### config.mk
export PLATFORM = sky130hd
export DESIGN_NAME = instruction_encoder_flat
export DESIGN_NICKNAME = d
export VERILOG_FILES = /design/src/rtl/instruction_encoder_pkg.sv /design/src/rtl/instruction_encoder_if.sv /design/src/rtl/instruction_encoder_fifo.sv /design/src/rtl/instruction_encoder.sv /design/src/flat_wrapper.sv
export SDC_FILE = /design/constraint.sdc
export NUM_CORES = 1
export LEC_CHECK = 0
export CAP_MARGIN = 20
export CORE_ASPECT_RATIO = 2
export CORE_UTILIZATION = 35
export DETAILED_ROUTE_END_ITERATION = 7
export RECOVER_POWER = 25
export SYNTH_ARGS = -nofsm -noshare
export SYNTH_HDL_FRONTEND = slang
export SYNTH_SLANG_ARGS = --single-unit
### constraint.sdc
create_clock -name clk -period 4.29 [get_ports clk]
set_input_delay 0.858 -clock clk [delete_from_list [all_inputs] [get_ports clk]]
set_output_delay 0.858 -clock clk [all_outputs]
set_load 0.05 [all_outputs]
### src/rtl/instruction_encoder_pkg.sv
// ISA opcode values, field record and the 16-bit word packing shared with the decode stage.
package instruction_encoder_pkg;

  localparam logic [3:0] OP_NOP   = 4'd0;
  localparam logic [3:0] OP_BR    = 4'd1;
  localparam logic [3:0] OP_CMP   = 4'd2;
  localparam logic [3:0] OP_ADD   = 4'd3;
  localparam logic [3:0] OP_SUB   = 4'd4;
  localparam logic [3:0] OP_MUL   = 4'd5;
  localparam logic [3:0] OP_DIV   = 4'd6;
  localparam logic [3:0] OP_LDR   = 4'd7;
  localparam logic [3:0] OP_STR   = 4'd8;
  localparam logic [3:0] OP_CONST = 4'd9;
  localparam logic [3:0] OP_RET   = 4'd15;

  typedef struct packed {
    logic [3:0] opcode;
    logic [3:0] rd;
    logic [3:0] rs;
    logic [3:0] rt;
    logic [2:0] nzp;
    logic [7:0] imm;
  } fields_t;

  function automatic logic is_legal(logic [3:0] op);
    return (op <= OP_CONST) || (op == OP_RET);
  endfunction

  // Fields an opcode does not use stay zero so the decoder never sees stale values.
  function automatic logic [15:0] encode(fields_t f);
    logic [15:0] w;
    w = '0;
    w[15:12] = f.opcode;
    case (f.opcode)
      OP_BR: begin
        w[11:9] = f.nzp;
        w[7:0]  = f.imm;
      end
      OP_CMP, OP_STR: begin
        w[7:4] = f.rs;
        w[3:0] = f.rt;
      end
      OP_ADD, OP_SUB, OP_MUL, OP_DIV: begin
        w[11:8] = f.rd;
        w[7:4]  = f.rs;
        w[3:0]  = f.rt;
      end
      OP_LDR: begin
        w[11:8] = f.rd;
        w[7:4]  = f.rs;
      end
      OP_CONST: begin
        w[11:8] = f.rd;
        w[7:0]  = f.imm;
      end
      default: w[11:0] = '0;
    endcase
    return w;
  endfunction

endpackage

### src/rtl/instruction_encoder_if.sv
// Loader-side field bundle, program-memory write port and session status of the encoder.
interface instruction_encoder_if #(
  parameter int ADDR_BITS = 8
);
  logic                 start;
  logic [ADDR_BITS-1:0] base_address;
  logic                 in_valid;
  logic                 in_ready;
  logic [3:0]           in_opcode;
  logic [3:0]           in_rd;
  logic [3:0]           in_rs;
  logic [3:0]           in_rt;
  logic [2:0]           in_nzp;
  logic [7:0]           in_immediate;
  logic                 mem_write_valid;
  logic                 mem_write_ready;
  logic [ADDR_BITS-1:0] mem_write_address;
  logic [15:0]          mem_write_data;
  logic [ADDR_BITS:0]   word_count;
  logic                 busy;
  logic                 done;
  logic                 error;

  modport master (
    output start, base_address, in_valid, in_opcode, in_rd, in_rs, in_rt, in_nzp,
           in_immediate, mem_write_ready,
    input  in_ready, mem_write_valid, mem_write_address, mem_write_data, word_count,
           busy, done, error
  );

  modport slave (
    input  start, base_address, in_valid, in_opcode, in_rd, in_rs, in_rt, in_nzp,
           in_immediate, mem_write_ready,
    output in_ready, mem_write_valid, mem_write_address, mem_write_data, word_count,
           busy, done, error
  );
endinterface

### src/rtl/instruction_encoder_fifo.sv
// Synchronous word buffer; zero-latency dout, push accepted when not full or when popping the same cycle.
module encoder_fifo #(
  parameter int WIDTH = 16,
  parameter int DEPTH = 4
) (
  input  logic                   clk,
  input  logic                   reset,
  input  logic                   flush_i,
  input  logic                   push_i,
  input  logic [WIDTH-1:0]       din_i,
  input  logic                   pop_i,
  output logic [WIDTH-1:0]       dout_o,
  output logic                   full_o,
  output logic                   empty_o,
  output logic [$clog2(DEPTH):0] count_o
);
  localparam int AW = $clog2(DEPTH);

  logic [WIDTH-1:0] mem_q [DEPTH];
  logic [AW:0]      wr_ptr_q, wr_ptr_d;
  logic [AW:0]      rd_ptr_q, rd_ptr_d;
  logic             do_push, do_pop;

  assign count_o = wr_ptr_q - rd_ptr_q;
  assign empty_o = (wr_ptr_q == rd_ptr_q);
  assign full_o  = (count_o == (AW+1)'(DEPTH));
  assign do_pop  = pop_i & ~empty_o;
  assign do_push = push_i & (~full_o | do_pop);
  assign dout_o  = mem_q[rd_ptr_q[AW-1:0]];

  always_comb begin
    wr_ptr_d = wr_ptr_q + (AW+1)'(do_push);
    rd_ptr_d = rd_ptr_q + (AW+1)'(do_pop);
    if (flush_i) begin
      wr_ptr_d = '0;
      rd_ptr_d = '0;
    end
  end

  always_ff @(posedge clk) begin
    if (!reset) begin
      wr_ptr_q <= '0;
      rd_ptr_q <= '0;
    end else begin
      wr_ptr_q <= wr_ptr_d;
      rd_ptr_q <= rd_ptr_d;
    end
  end

  always_ff @(posedge clk) begin
    if (do_push) mem_q[wr_ptr_q[AW-1:0]] <= din_i;
  end
endmodule

### src/rtl/instruction_encoder.sv
// Encodes accepted field bundles into ISA words and streams them to program memory for one load session.
// One cycle from accept to mem_write_valid when empty; in_ready drops while the word buffer is full.
module instruction_encoder
  import instruction_encoder_pkg::*;
#(
  parameter int ADDR_BITS  = 8,
  parameter int FIFO_DEPTH = 4
) (
  input logic                   clk,
  input logic                   reset,
  instruction_encoder_if.slave  bus
);
  localparam int FAW = $clog2(FIFO_DEPTH);

  localparam logic [1:0] ST_IDLE  = 2'd0;
  localparam logic [1:0] ST_LOAD  = 2'd1;
  localparam logic [1:0] ST_DRAIN = 2'd2;
  localparam logic [1:0] ST_DONE  = 2'd3;

  logic [1:0]           state_q, state_d;
  logic [ADDR_BITS-1:0] addr_q, addr_d;
  logic [ADDR_BITS:0]   count_q, count_d;
  logic                 error_q, error_d;

  fields_t      fields;
  logic [15:0]  word;
  logic         in_load, accept, legal, is_ret;
  logic         wr_hs, overflow, push;
  logic         fifo_full, fifo_empty;
  logic [15:0]  fifo_dout;
  logic [FAW:0] fifo_count;

  assign fields = '{opcode: bus.in_opcode, rd: bus.in_rd, rs: bus.in_rs, rt: bus.in_rt,
                    nzp: bus.in_nzp, imm: bus.in_immediate};
  assign word   = encode(fields);
  assign legal  = is_legal(bus.in_opcode);
  assign is_ret = (bus.in_opcode == OP_RET);

  assign in_load = (state_q == ST_LOAD);
  assign accept  = bus.in_valid & bus.in_ready;
  assign wr_hs   = ~fifo_empty & bus.mem_write_ready;

  // Writing the top address is fatal only if another word is still owed: queued, or anything while in LOAD.
  assign overflow = wr_hs & (&addr_q) & ((fifo_count > (FAW+1)'(1)) | in_load);
  assign push     = accept & legal & ~overflow;

  encoder_fifo #(
    .WIDTH (16),
    .DEPTH (FIFO_DEPTH)
  ) u_fifo (
    .clk     (clk),
    .reset   (reset),
    .flush_i (overflow),
    .push_i  (push),
    .din_i   (word),
    .pop_i   (wr_hs),
    .dout_o  (fifo_dout),
    .full_o  (fifo_full),
    .empty_o (fifo_empty),
    .count_o (fifo_count)
  );

  always_comb begin
    state_d = state_q;
    addr_d  = addr_q;
    count_d = count_q;
    error_d = error_q;
    if (wr_hs) begin
      addr_d  = addr_q + 1'b1;
      count_d = count_q + 1'b1;
    end
    if (accept && !legal) error_d = 1'b1;
    case (state_q)
      ST_IDLE, ST_DONE: begin
        if (bus.start) begin
          state_d = ST_LOAD;
          addr_d  = bus.base_address;
          count_d = '0;
          error_d = 1'b0;
        end
      end
      ST_LOAD: begin
        if (overflow) begin
          state_d = ST_DONE;
          error_d = 1'b1;
        end else if (accept && is_ret) begin
          state_d = ST_DRAIN;
        end
      end
      ST_DRAIN: begin
        if (overflow) begin
          state_d = ST_DONE;
          error_d = 1'b1;
        end else if (fifo_empty) begin
          state_d = ST_DONE;
        end
      end
      default: state_d = ST_IDLE;
    endcase
  end

  always_ff @(posedge clk) begin
    if (!reset) begin
      state_q <= ST_IDLE;
      addr_q  <= '0;
      count_q <= '0;
      error_q <= 1'b0;
    end else begin
      state_q <= state_d;
      addr_q  <= addr_d;
      count_q <= count_d;
      error_q <= error_d;
    end
  end

  assign bus.in_ready          = in_load & ~fifo_full;
  assign bus.mem_write_valid   = ~fifo_empty;
  assign bus.mem_write_address = addr_q;
  assign bus.mem_write_data    = fifo_empty ? 16'h0000 : fifo_dout;
  assign bus.word_count        = count_q;
  assign bus.busy              = (state_q == ST_LOAD) | (state_q == ST_DRAIN);
  assign bus.done              = (state_q == ST_DONE);
  assign bus.error             = error_q;
endmodule

### src/flat_wrapper.sv
// flat-port wrapper written by rule: the top's interface ports become plain ports
module instruction_encoder_flat import instruction_encoder_pkg::*;
#(
  parameter int ADDR_BITS  = 8,
  parameter int FIFO_DEPTH = 4
)
  (clk, reset, bus_start, bus_base_address, bus_in_valid, bus_in_opcode, bus_in_rd, bus_in_rs, bus_in_rt, bus_in_nzp, bus_in_immediate, bus_mem_write_ready, bus_in_ready, bus_mem_write_valid, bus_mem_write_address, bus_mem_write_data, bus_word_count, bus_busy, bus_done, bus_error);
  instruction_encoder_if #(.ADDR_BITS(ADDR_BITS)) bus_i ();
  input logic clk;
  input logic reset;
  input wire logic [$bits(bus_i.start)-1:0] bus_start;
  input wire logic [$bits(bus_i.base_address)-1:0] bus_base_address;
  input wire logic [$bits(bus_i.in_valid)-1:0] bus_in_valid;
  input wire logic [$bits(bus_i.in_opcode)-1:0] bus_in_opcode;
  input wire logic [$bits(bus_i.in_rd)-1:0] bus_in_rd;
  input wire logic [$bits(bus_i.in_rs)-1:0] bus_in_rs;
  input wire logic [$bits(bus_i.in_rt)-1:0] bus_in_rt;
  input wire logic [$bits(bus_i.in_nzp)-1:0] bus_in_nzp;
  input wire logic [$bits(bus_i.in_immediate)-1:0] bus_in_immediate;
  input wire logic [$bits(bus_i.mem_write_ready)-1:0] bus_mem_write_ready;
  output wire logic [$bits(bus_i.in_ready)-1:0] bus_in_ready;
  output wire logic [$bits(bus_i.mem_write_valid)-1:0] bus_mem_write_valid;
  output wire logic [$bits(bus_i.mem_write_address)-1:0] bus_mem_write_address;
  output wire logic [$bits(bus_i.mem_write_data)-1:0] bus_mem_write_data;
  output wire logic [$bits(bus_i.word_count)-1:0] bus_word_count;
  output wire logic [$bits(bus_i.busy)-1:0] bus_busy;
  output wire logic [$bits(bus_i.done)-1:0] bus_done;
  output wire logic [$bits(bus_i.error)-1:0] bus_error;
  assign bus_i.start = bus_start;
  assign bus_i.base_address = bus_base_address;
  assign bus_i.in_valid = bus_in_valid;
  assign bus_i.in_opcode = bus_in_opcode;
  assign bus_i.in_rd = bus_in_rd;
  assign bus_i.in_rs = bus_in_rs;
  assign bus_i.in_rt = bus_in_rt;
  assign bus_i.in_nzp = bus_in_nzp;
  assign bus_i.in_immediate = bus_in_immediate;
  assign bus_i.mem_write_ready = bus_mem_write_ready;
  assign bus_in_ready = bus_i.in_ready;
  assign bus_mem_write_valid = bus_i.mem_write_valid;
  assign bus_mem_write_address = bus_i.mem_write_address;
  assign bus_mem_write_data = bus_i.mem_write_data;
  assign bus_word_count = bus_i.word_count;
  assign bus_busy = bus_i.busy;
  assign bus_done = bus_i.done;
  assign bus_error = bus_i.error;
  instruction_encoder #(.ADDR_BITS(ADDR_BITS), .FIFO_DEPTH(FIFO_DEPTH)) u_core (.clk(clk), .reset(reset), .bus(bus_i));
endmodule
==> impl.org, run 1 <==
** Global route
- Gr usage total :: 0.1607
- Total gr overflow :: 0
- The number of global-route vias before repair is roughly 2700.
- Maximum number of pins on one net before global-route repair :: 19
- First-pass GRT wire length :: 14340 um
- Initial antenna violation count :: 0

** Min path
- The worst hold path belongs to the class flip-flop to flip-flop.
- Along the worst hold path, the cell count comes to 2.
- The worst hold path begins at u_core.bus.word_count[1].
- The worst hold path terminates at u_core.bus.word_count[1].

** STA
- The number of endpoints with negative hold slack in the final report is 0.
- For the final database, setup skew stands at 0.007336 ns.
- Setup violations remaining at the end of the flow were counted as 0.
- Static timing analysis puts the maximum clock frequency at approximately 270 MHz.
- Number of slew-limit violations in the final report :: 0
- The worst path needs 3.645 ns of the cycle, external delays included.
- Worst Tran Pin Value :: 1.134 ns
- Max_slew headroom :: 0.2361
- Setup TNS :: 0 ns
- Dividing the final minimum period by the clock period gives 0.8498.
- Final worst slack :: ~0.64 ns
- Setup repair after global routing left no endpoint under its margin.

** Clocking
- Buffers from clock root to sink, at most :: 2
- Post-CTS resize count :: 0
- The number of hold buffers added after CTS was 0.
- Buffers inserted during clock tree synthesis total 9.
- Buffer count from post-CTS setup fixing :: 0
- The cell sitting at the root of the clock tree is a sky130_fd_sc_hd__clkbuf_16.
- Clock net sink count :: 90
- Clock-pin transition on the worst setup and hold timing paths :: around 0.07 ns
- Clock tree from TritonCTS :: done
- CTS HTree Levels :: 3
- The later pin in the worst-skew pair is clocked with a latency of about 0.34 ns.

** Synthesis
- Number of distinct standard cells referenced by the synthesized netlist :: 41
- Counting every net in the synthesized netlist gives 353.
- Synthesis produced approximately 300 cells.
- Post-synthesis sequential area ratio :: 0.5997
- Post-synthesis cell area :: 0.004073 sq mm
- For this run, the number of Yosys warnings is 0.
- Averaged over all synthesized cells, the footprint is approximately 14 sq um.
- Register bit count reported by yosys :: 90

** Die
- Measured along the y axis, the die boundary spans 154.6 um.
- Initial core utilization :: 0.3609
- The die covers roughly 0.012 sq mm.
- Row generation in the floorplan step produced 55 rows.
- Die Wd :: 78.28 um
- The floorplan step defined a core boundary enclosing about 0.011 sq mm.
- Pin placement for this block handled between 70 and 80 I/O pins.

** Layout
- Final antenna diode count :: 0
- With fillers left out, the area of the finished cells amounts to 0.005306 sq mm.
- After filler insertion, the fill cell instance count of the layout stands at roughly 1100.
- Final cell count without fillers :: 532
- Layout-stage area growth over the synthesis result :: 30.29%
- Share of layout cells above drive strength 1 :: 0.1436
- Post-layout nets :: approximately 440

** Drt
- Routed WL :: ~9000 um
- Residual antenna-violating net count after detailed routing :: 0
- Via count of the routed design :: roughly 2700
- For this run, the detailed router's first-pass iteration total came to 4.
- DRC violation count after routing :: 0
- For this block, the initial DRC count from the detailed router was 141.
- In the final routed layout, each cell accounts on average for 16.97 um.
- Via-per-instance ratio :: a little over 5

** Job
- # Max-Cap Violations :: 0

** Critical path
- The critical path is of the flip-flop to primary output type.
- Data on the critical path is required at its endpoint by between 3 and 4 ns.
- The worst register-to-register path has a setup slack of ~1.2 ns.
- Data arrival time of the worst path :: 2.79 ns
- The worst setup path is captured at a primary output.
- Number of cells on the worst reg-to-reg path :: 8
- In this run the critical register-to-register path is launched from u_core.u_fifo.wr_ptr_q[0].
- The endpoint identified for the worst register-to-register timing path is u_core.u_fifo.rd_ptr_q[1].
- Startpoint kind of the worst setup timing path :: flip-flop
- In this run the worst path has a maximum fanout of 18.

** Placed design
- Prior to clock tree synthesis, the placed netlist has a worst setup slack of 0.9395 ns.
- Number of buffer cells added on primary ports :: between 70 and 80
- The congestion estimate from routability-driven global placement came to between 0.7 and 0.8.
- HPWL Detailed :: roughly 6500 um
- Once placement finished, the instance area stood at about 0.005 sq mm.
- DP Cell Count :: just over 500

** Power and ir drop
- Dividing total power by cell area gives a power density of between 500 and 600 mW/mm^2.
- Largest vdd supply drop :: between 0.2 and 0.3 mV
- Total power :: 2778 uW
- Pleak :: approximately 0.0019 uW

** Status
- The run finished with clean final reports.
[routing by layer]
layer | share of wire | global-route usage | up-vias
met2 | 0.59 | 0.3170 | 60
met1 | 0.36 | 0.1579 | 1307
met4 | 0.023 | 0.07231 | 0
met3 | 0.031 | 0.02537 | 10
met5 | 0 | 0 | -
li1 | - | - | 1304
[power breakdown]
part           leakage, uW  total (uW)  switching (uW)  internal (uW)
registers         0.000796        1050            53.1            998
logic             0.000957         981             618            362
clock network     0.000140         746             342            403
total              0.00189        2780            1010           1760
[metrics by stage]
| step | util | hold slack [ns] |
|---|---|---|
| final | 0.4702 | 0.4970 |
| after global placement | 0.4452 | 0.4844 |
| after CTS | 0.4708 | 0.4977 |
| after detailed placement | 0.4452 | 0.4858 |
| after floorplan | - | 0.4728 |
| after global routing | 0.4702 | 0.5382 |
[sequential cells by signal, indices dropped and copies added, names as in the netlist]
signal	cells
u_core.bus.mem_write_address	8
u_core.u_fifo.wr_ptr_q	3
u_core.state_q	2
u_core.bus.word_count	9
u_core.u_fifo.mem_q	64
u_core.u_fifo.rd_ptr_q	3
u_core.bus.error	1
[cells in the mapped netlist]
library cell,count,share of area
sky130_fd_sc_hd__clkbuf_2,1,0.0012
sky130_fd_sc_hd__and3_1,6,0.0092
sky130_fd_sc_hd__nor4b_4,1,0.0058
sky130_fd_sc_hd__o221a_2,1,0.0028
sky130_fd_sc_hd__mux4_2,16,0.088
sky130_fd_sc_hd__nor2_1,19,0.018
sky130_fd_sc_hd__or3_2,1,0.0018
sky130_fd_sc_hd__a22o_1,11,0.024
sky130_fd_sc_hd__nor2b_1,3,0.0046
sky130_fd_sc_hd__o211ai_1,1,0.0018
sky130_fd_sc_hd__a211oi_1,4,0.0074
sky130_fd_sc_hd__o32ai_1,1,0.0022
sky130_fd_sc_hd__fa_1,1,0.0049
sky130_fd_sc_hd__inv_1,10,0.0092
sky130_fd_sc_hd__xnor3_2,1,0.0058
sky130_fd_sc_hd__nor4bb_1,1,0.0025
sky130_fd_sc_hd__nand2_1,24,0.022
sky130_fd_sc_hd__ha_1,11,0.034
sky130_fd_sc_hd__o22a_1,1,0.0022
sky130_fd_sc_hd__and2_1,19,0.029
sky130_fd_sc_hd__a311oi_1,1,0.0022
sky130_fd_sc_hd__edfxtp_1,64,0.47
sky130_fd_sc_hd__mux2i_1,3,0.0074
sky130_fd_sc_hd__nand3b_1,2,0.0037
sky130_fd_sc_hd__nor4_1,1,0.0015
sky130_fd_sc_hd__buf_2,3,0.0037
sky130_fd_sc_hd__o21ai_0,10,0.012
sky130_fd_sc_hd__o311a_1,1,0.0025
sky130_fd_sc_hd__or2_2,1,0.0015
sky130_fd_sc_hd__nand4_1,7,0.011
sky130_fd_sc_hd__nand3_1,5,0.0061
sky130_fd_sc_hd__a221oi_1,1,0.0022
sky130_fd_sc_hd__o21ai_2,1,0.0022
sky130_fd_sc_hd__a2111oi_0,1,0.0022
sky130_fd_sc_hd__o21a_1,2,0.0037
sky130_fd_sc_hd__clkbuf_1,7,0.0065
sky130_fd_sc_hd__xor2_1,8,0.017
sky130_fd_sc_hd__dfxtp_1,26,0.13
sky130_fd_sc_hd__nor3_1,7,0.0086
sky130_fd_sc_hd__xnor2_1,10,0.022
sky130_fd_sc_hd__a21oi_1,7,0.0086
[layout by cell type, fill, tap and decap left out, types with 6 or more instances in the layout]
cell type                         synthesis  layout
sky130_fd_sc_hd__clkdlybuf4s50_1          0      63
sky130_fd_sc_hd__xor2_1                   8       8
sky130_fd_sc_hd__clkbuf_16                0       9
sky130_fd_sc_hd__nand4_1                  7       7
sky130_fd_sc_hd__dfxtp_1                 26      26
sky130_fd_sc_hd__and2_1                  19      18
sky130_fd_sc_hd__a22o_1                  11      11
sky130_fd_sc_hd__and3_1                   6       6
sky130_fd_sc_hd__buf_4                    0      15
sky130_fd_sc_hd__ha_1                    11      11
sky130_fd_sc_hd__edfxtp_1                64      64
sky130_fd_sc_hd__a21oi_1                  7       7
sky130_fd_sc_hd__inv_1                   10      10
sky130_fd_sc_hd__mux4_2                  16      16
sky130_fd_sc_hd__o21ai_0                 10      11
sky130_fd_sc_hd__nand2_1                 24      24
sky130_fd_sc_hd__nor2_1                  19      19
sky130_fd_sc_hd__xnor2_1                 10      10
[cell families after synthesis]
family / count (synthesis) / synth area share
AOI/OAI and AO/OA: 43 / 0.07558
xor gates and xnor gates: 19 / 0.04455
adders and majority gates: 12 / 0.03871
buffers and inverters: 21 / 0.02058
DFF: 90 / 0.5997
muxes: 19 / 0.09585
and+or+nand+nor: 97 / 0.1250
[area by class of cell]
cell class / count / area [sq um] / share of cell area
clock inverters: 7 / 63.81 / 0.01203
repair buffers: 84 / 797.0 / 0.1502
clock buffers: 9 / 225.2 / 0.04244
well taps: 142 / 177.7 / 0.03348
inverters: 10 / 37.54 / 0.007074
flip-flops and latches: 90 / 2442 / 0.4603
multi-input cells: 190 / 1563 / 0.2945
[worst max-delay path: stages, from the launching register on]
cell and delay [ns]:
sky130_fd_sc_hd__dfxtp_1 0.40, sky130_fd_sc_hd__inv_1 0.11, sky130_fd_sc_hd__ha_1 0.33, sky130_fd_sc_hd__and2_1 0.15, sky130_fd_sc_hd__nand2_1 0.43, sky130_fd_sc_hd__and2_1 0.22, sky130_fd_sc_hd__clkdlybuf4s50_1 0.80
[worst max path at each step]
stage,startpoint,end,slack [ns]
final,u_core.u_fifo.wr_ptr_q[0],bus_mem_write_data[15],0.64
after global routing,u_core.u_fifo.wr_ptr_q[0],bus_mem_write_data[15],0.45
after CTS,u_core.u_fifo.wr_ptr_q[0],bus_mem_write_data[15],0.57
after detailed placement,u_core.u_fifo.wr_ptr_q[0],bus_mem_write_data[15],0.94
after global placement,u_core.u_fifo.wr_ptr_q[0],bus_mem_write_data[14],1.0
after floorplan,u_core.u_fifo.wr_ptr_q[0],u_core.u_fifo.mem_q[0][0],0.38
Note: power is estimated with default switching activity, not from simulation.
==> run 2, diff against run 1 <==
==> constraint.sdc (replaced) <==
create_clock -name clk -period 3.8 [get_ports clk]
set_input_delay 0.76 -clock clk [delete_from_list [all_inputs] [get_ports clk]]
set_output_delay 0.76 -clock clk [all_outputs]
set_load 0.05 [all_outputs]
==> run 2 against run 1 <==
Global-route usage down 0.24 points. Via count rose by 0.97%. Hold slack better by 0.012 ns. Register-to-register slack worse by 0.57 ns. Final area increased by 4.6%. Wire length shrank 1.4%. Cell count stayed put. Sequential cell count did not move. Highest routed layer unchanged.
==> impl.org, run 2 (synthesized netlist as in run 1, its figures left out) <==
** Min path
- Worst min-delay path category :: flip-flop to flip-flop
- Counting instances, the worst hold path has a depth of 2.

** Drt
- Residual antenna-violating net count after detailed routing :: 0
- Iteration-0 DRC count of the detailed router :: ~150
- Via count of the routed design :: ~2700
- In the final routed layout, each cell accounts on average for 16.74 um.
- The highest layer touched by signal routing is met4.
- Routed length on met2 :: about 5300 um
- The first detailed-routing pass ran for 4 iterations.
- Routed WL :: 8908 um
- DRC violation count after routing :: 0
- Via-per-instance ratio :: 5.088
- Routed met3 length :: around 270 um
- The detailed router put a total of 3230 um of wire on met1.

** Critical path
- In this design, the stage delay of the slowest critical-path cell is approximately 0.63 ns.
- Worst setup EP type :: primary output
- On the critical path the largest part of the delay comes from simple AND/OR/NAND/NOR gates.
- Number of cells on the worst reg-to-reg path :: 8
- Ordered list of cells on the worst path :: inv_1 -> ha_1 -> and2_1 -> nand2_1 -> and2_1 -> buf_12
- Startpoint kind of the worst setup timing path :: flip-flop
- The number of buffers and inverters on the critical path is 2.
- For the worst setup path, the data arrival time is 2.48 ns.
- Instance count on the critical path :: 6
- Among the stages of the critical path, the cell type that occurs most often is sky130_fd_sc_hd__and2_1.
- Highest fanout seen on the critical path :: 18
- Slowest stage cell, crit path :: sky130_fd_sc_hd__dfxtp_1
- Critical path class :: flip-flop to primary output
- STA puts the critical path data required time at roughly 3 ns.

** Clocking
- Clock net sink count :: 90
- The H-tree was split into 3 levels.
- Buffer count from post-CTS setup fixing :: 0
- Clock root buffer :: sky130_fd_sc_hd__clkbuf_16
- Buffers from clock root to sink, at most :: 2
- Post-CTS resize count :: 0
- Insertion delay of the later-clocked pin in the worst-skew pair :: between 0.3 and 0.4 ns
- Clock-pin slew was measured on the worst setup and hold paths at roughly 0.06 ns.
- Clock buffer count from CTS :: 9
- Number of buffers inserted by hold repair at cts :: 0
- Clock tree from TritonCTS :: done

** Placed design
- Buffers placed on the I/O ports in this run total 77.
- Placement Setup Slack :: roughly 0.66 ns
- Detailed placement finished with a half-perimeter wire length of between 6000 and 7000 um.
- DP Cell Count :: 516
- Weighted congestion reported at the end of routability-driven placement :: 0.7623

** STA
- Peak Freq :: ~300 MHz
- Headroom to the max-slew limit came out at 0.3167.
- Worst Tran Pin Value :: slightly above 1 ns
- The number of max-slew violations in the final report was 0.
- Number of setup violations in the final report :: 0
- Final hold violation count :: 0
- On the final layout, the worst clock skew is around 0.0053 ns.
- Hold timing on the final database bottoms out at a slack of 0.5093 ns.
- In the post-route analysis, the smallest setup slack over all paths is ~0.56 ns.
- In the finished design, the share of the clock period the worst path needs comes to 0.8524.
- Setup repair after global routing left no endpoint under its margin.
- Counting I/O delays and the setup requirement, the final critical path takes approximately 3.2 ns.

** Job
- # Max-Cap Violations :: 0

** Global route
- First-pass GRT wire length :: ~14000 um
- In the global route stage, overall resource usage came out at 0.1583.
- Total gr overflow :: 0
- Via count of the first global-routing pass :: around 2800
- Entering global routing, the biggest net connects 19 pins.
- The initial antenna violation count is 0.

** Die
- The initial utilization of the core area, before any placement, comes to 0.3609.
- The core region is ~0.011 sq mm.
- Die area :: 0.01210 sq mm
- # IOs :: between 70 and 80
- Height of the die :: approximately 150 um
- The floorplan step set the die width to between 70 and 80 um.
- The floorplan has 55 rows.

** Layout
- Number of filler instances in the final layout :: ~1000
- Leading cell type in the layout, fill and taps excluded :: sky130_fd_sc_hd__edfxtp_1
- Max reg flops :: 64
- For this run, the number of standard cells in the final layout without fillers is about 530.
- Of the cells placed in the final design, the portion with a size suffix greater than 1 is 0.1667.
- Final antenna diode count :: 0
- Post-layout nets :: roughly 440
- The area growth from synthesis to layout is 36.22%.
- Commonest cells after routing, fill and taps aside :: sky130_fd_sc_hd__edfxtp_1, sky130_fd_sc_hd__clkdlybuf4s50_1, sky130_fd_sc_hd__dfxtp_1, sky130_fd_sc_hd__nand2_1, sky130_fd_sc_hd__nor2_1

** Power and ir drop
- Summed over all cells, the static leakage comes to ~0.0020 uW.
- Cell area power density :: 615.5 mW/mm^2
- IR analysis of the VDD net gives a maximum drop of approximately 0.31 mV.

** Status
- The run finished with clean final reports.
[run 2: where the power goes]
part	switching (uW)	total, uW	internal, uW
Clock	379	961	581
Combinational	728	1270	538
Sequential	60.2	1190	1130
[run 2: per-layer routing]
metal,global-route usage,vias up
li1,-,1303
met1,0.1585,1343
met2,0.3120,54
met3,0.03127,7
met4,0.05556,0
met5,0,-
[run 2: cell type report]
cell class / instances / area [sq um] / area share
sequential: 90 / 2442 / 0.4402
multi-input combinational: 190 / 1563 / 0.2817
clock buffer: 9 / 225.2 / 0.04060
clock inverter: 7 / 102.6 / 0.01849
tap: 142 / 177.7 / 0.03203
timing repair buffer: 84 / 999.7 / 0.1802
inverter: 10 / 37.54 / 0.006766
[run 2: stage by stage]
stage          power (uW)  TNS (ns)  instance area, sq um    util
3_3_place_gp         2488         0                  5228  0.4632
4_1_cts              3463         0                  5555  0.4922
2_1_floorplan        1973    -7.222                  4073       -
5_1_grt              3565         0                  5548  0.4916
3_5_place_dp         2498         0                  5228  0.4632
6_report             3414         0                  5548  0.4916
[run 2: worst paths after layout]
kind                                                start                         to  slack (ns)
worst max-delay path            u_core.u_fifo.rd_ptr_q[1]      bus_mem_write_data[0]        0.56
worst min-delay path             u_core.bus.word_count[8]   u_core.bus.word_count[8]        0.51
worst max register to register  u_core.u_fifo.rd_ptr_q[1]  u_core.u_fifo.rd_ptr_q[1]        0.58
worst min register to register   u_core.bus.word_count[8]   u_core.bus.word_count[8]        0.51
[run 2: tightest hold or removal path, stage by stage (launching register included)]
cell and delay, ns:
sky130_fd_sc_hd__dfxtp_1 0.34, sky130_fd_sc_hd__xor2_1 0.07, sky130_fd_sc_hd__nor2_1 0.07
==> run 3, diff against run 2 <==
--- a/config.mk
+++ b/config.mk
@@ -9,7 +9,6 @@
 export CORE_ASPECT_RATIO = 2
 export CORE_UTILIZATION = 35
 export DETAILED_ROUTE_END_ITERATION = 7
-export RECOVER_POWER = 25
 export SYNTH_ARGS = -nofsm -noshare
 export SYNTH_HDL_FRONTEND = slang
 export SYNTH_SLANG_ARGS = --single-unit
==> constraint.sdc (replaced) <==
create_clock -name clk -period 3.42 [get_ports clk]
set_input_delay 0.684 -clock clk [delete_from_list [all_inputs] [get_ports clk]]
set_output_delay 0.684 -clock clk [all_outputs]
set_load 0.05 [all_outputs]
==> run 3 against run 2 <==
Core utilization down 0.32 points. Hold slack worse by 0.017 ns. Die area unchanged. Wire length down 0.27%. First-iteration DRC count down 15%. Critical path depth unchanged. Global-route usage down 0.12 points. Register-to-register slack worse by 0.02 ns. Via count up 0.26%. Combinational power up 13%. Clock power down 13%. Largest cell class unchanged.
==> impl.org, run 3 (synthesized netlist as in run 1, its figures left out) <==
** Drt
- Average routed wire per standard cell :: approximately 17 um
- Via count of the routed design :: 2714
- The first TritonRoute pass finished after 4 iterations.
- Using the TritonRoute via totals, the vias-per-cell ratio works out to approximately 5.1.
- Iteration-0 DRC count of the detailed router :: 126
- Wires add up to about 8900 um.
- For this run, design rule violations remaining after detail routing come to 0.
- In this run the remaining antenna-violating nets after routing total 0.

** Critical path
- The most critical setup path has its startpoint at u_core.u_fifo.wr_ptr_q[0].
- Data arrival time of the worst path :: 2.38 ns
- The worst setup path is of the flip-flop to primary output kind.
- Among cell families on the critical path, the largest total delay comes from simple AND/OR/NAND/NOR gates.
- Crit path buf inv count :: 2
- Slowest stage cell, crit path :: sky130_fd_sc_hd__dfxtp_1
- In this run the number of cells on the critical path is 6.
- The number of cells on the worst reg-to-reg path is 10.
- Startpoint kind of the worst setup timing path :: flip-flop
- Critical Path Most Common Cell :: sky130_fd_sc_hd__and2_1
- Highest fanout seen on the critical path :: 18
- Largest incremental delay on the critical path :: 0.46 ns
- Ordered list of cells on the worst path :: inv_1 -> ha_1 -> and2_1 -> nand2_1 -> and2_1 -> buf_12
- CP Data Required Time :: around 2.7 ns
- The worst register-to-register path ends at u_core.u_fifo.wr_ptr_q[1].
- STA classifies the critical path endpoint as a primary output.
- The startpoint identified for the worst register-to-register timing path is u_core.u_fifo.wr_ptr_q[0].
- Setup slack on the worst reg-to-reg path comes out at ~0.56 ns.
- Worst setup path endpoint :: bus_mem_write_data[0]

** Clocking
- Insertion delay of the later-clocked pin in the worst-skew pair :: 0.33 ns
- In this run the clock root is driven by a sky130_fd_sc_hd__clkbuf_16.
- Clock-pin slew was measured on the worst setup and hold paths at roughly 0.06 ns.
- Buffers from clock root to sink, at most :: 2
- Number of buffers inserted by hold repair at cts :: 0
- TritonCTS built the clock tree.
- In this run the number of H-tree levels came out at 3.
- Clock buffer count from CTS :: 9
- The number of gates resized after CTS was 0.
- Clock net sink count :: 90
- Buffer count from post-CTS setup fixing :: 0

** Layout
- Commonest cells after routing, fill and taps aside :: sky130_fd_sc_hd__edfxtp_1, sky130_fd_sc_hd__clkdlybuf4s50_1, sky130_fd_sc_hd__dfxtp_1, sky130_fd_sc_hd__nand2_1
- Reg area :: about 0.0024 sq mm
- The filler cells instantiated in the layout total between 1000 and 1500.
- The register with the most flip-flops in the layout has 64 of them.
- The library cell used most frequently in the layout, excluding fill and tap cells, is sky130_fd_sc_hd__edfxtp_1.
- At the end of the flow, the number of nets in the layout was about 440.
- The area growth from synthesis to layout is 35.33%.
- In the final layout, the share of cells above drive strength 1 is 0.1645.
- 0 antenna diodes ended up in the layout.
- The multi-input combinational cells in the finished layout cover a total of ~0.0016 sq mm.

** Status
- The flow ran to the end, and the final reports show no timing, DRC or antenna violations.

** Power and ir drop
- Power spread over the standard cell area amounts to approximately 650 mW/mm^2.
- The worst-case IR drop observed on VDD is roughly 0.36 mV.
- Pleak :: 0.001961 uW
- Total power :: between 3000 and 4000 uW

** Job
- # Max-Cap Violations :: 0

** STA
- Setup skew after layout :: 0.006123 ns
- Final worst slack :: 0.3546 ns
- The worst path in the final design needs a cycle of between 3 and 4 ns, including I/O delays and setup.
- Number of slew-limit violations in the final report :: 0
- Setup repair after global routing left no endpoint under its margin.
- Setup violations remaining at the end of the flow were counted as 0.
- Final cycle utilization of the critical path :: 0.8963
- Worst Tran Pin Value :: 0.6729 ns
- After routing, the total negative slack on setup checks comes to 0 ns.
- Max_slew headroom :: 0.5467
- Static timing analysis puts the maximum clock frequency at about 330 MHz.
- Final hold violation count :: 0

** Placed design
- The count of buffers added on input and output ports is 77.
- HPWL Detailed :: ~6500 um
- Timing analysis after detailed placement gives a worst setup slack of ~0.56 ns.
- Routability-driven placement finished with a final weighted congestion of roughly 0.81.

** Die
- For this configuration, the core starts out at a cell density of 0.3609.
- Measured along the y axis, the die boundary spans between 150 and 200 um.
- From left edge to right edge, the die measures about 78 um.
- Placeable core region :: approximately 0.011 sq mm
- # IOs :: slightly below 80
- Die area :: approximately 0.012 sq mm
- Row generation in the floorplan step produced 55 rows.

** Min path
- Worst min-delay path category :: flip-flop to flip-flop

** Global route
- Initial antenna violation count :: 0
- Gr usage total :: 0.1571
- After global routing the overflow that remains totals 0.
- Entering global routing, the biggest net connects 19 pins.
- First-pass GRT wire length :: approximately 14000 um
- The number of global-route vias before repair came to roughly 2800.
-- run 3: cell count changes in the layout (fill, tap and decap cells not counted), sizes merged, moves of 2 or more --
cell / previous run / this run
buf: 24 / 26
clkinv: 1 / 4
bufinv: 2 / 0
clkdlybuf4s50: 49 / 59
clkinvlp: 3 / 1
dlygate4sd3: 10 / 0
-- run 3: cell type report --
type                            count  area share
Sequential cell                    90      0.4431
Clock buffer                        9     0.04086
Tap cell                          142     0.03224
Inverter                           10    0.006810
Multi-Input combinational cell    190      0.2892
Timing Repair Buffer               85      0.1834
Clock inverter                      5    0.004313
-- run 3: worst min-delay path by stage --
| stage | start | to | slack [ns] | cells past startpoint |
|---|---|---|---|---|
| final | u_core.bus.word_count[1] | u_core.bus.word_count[1] | 0.49 | 2 |
| after global routing | u_core.bus.word_count[1] | u_core.bus.word_count[1] | 0.52 | 2 |
| after CTS | u_core.bus.word_count[1] | u_core.bus.word_count[1] | 0.49 | 2 |
| after detailed placement | u_core.bus.word_count[1] | u_core.bus.word_count[1] | 0.49 | 2 |
| after global placement | u_core.bus.word_count[1] | u_core.bus.word_count[1] | 0.48 | 2 |
| after floorplan | u_core.state_q[1] | u_core.state_q[1] | 0.47 | 2 |
-- run 3: through the flow --
stage          hold WS [ns]  std cells  utilization  area [sq um]
6_report             0.4926        531       0.4884          5512
3_5_place_dp         0.4853        517       0.4663          5263
2_1_floorplan        0.4728        301            -          4121
5_1_grt              0.5216        531       0.4884          5512
4_1_cts              0.4945        531       0.4884          5512
3_3_place_gp         0.4838        517       0.4663          5263
-- run 3: power breakdown --
group / leakage [uW] / internal (uW) / switching [uW]
clock: 0.000120 / 474 / 366
sequential: 0.000796 / 1250 / 67.5
combinational: 0.00105 / 608 / 820
total: 0.00196 / 2340 / 1250
-- run 3: routing by layer --
layer / up-vias / global-route usage / wire length [um] / share of wire
met1: 1340 / 0.1512 / 3080 / 0.35
met4: 0 / 0.06790 / 198 / 0.022
met3: 14 / 0.02773 / 300 / 0.034
li1: 1295 / - / - / -
met5: - / 0 / 0 / 0
met2: 65 / 0.3124 / 5305 / 0.60
-- run 3: tightest hold or removal path: stages, from the launching register on --
cell                      delay (ns)
sky130_fd_sc_hd__dfxtp_1        0.33
sky130_fd_sc_hd__nand2_1        0.06
sky130_fd_sc_hd__a21oi_1        0.05
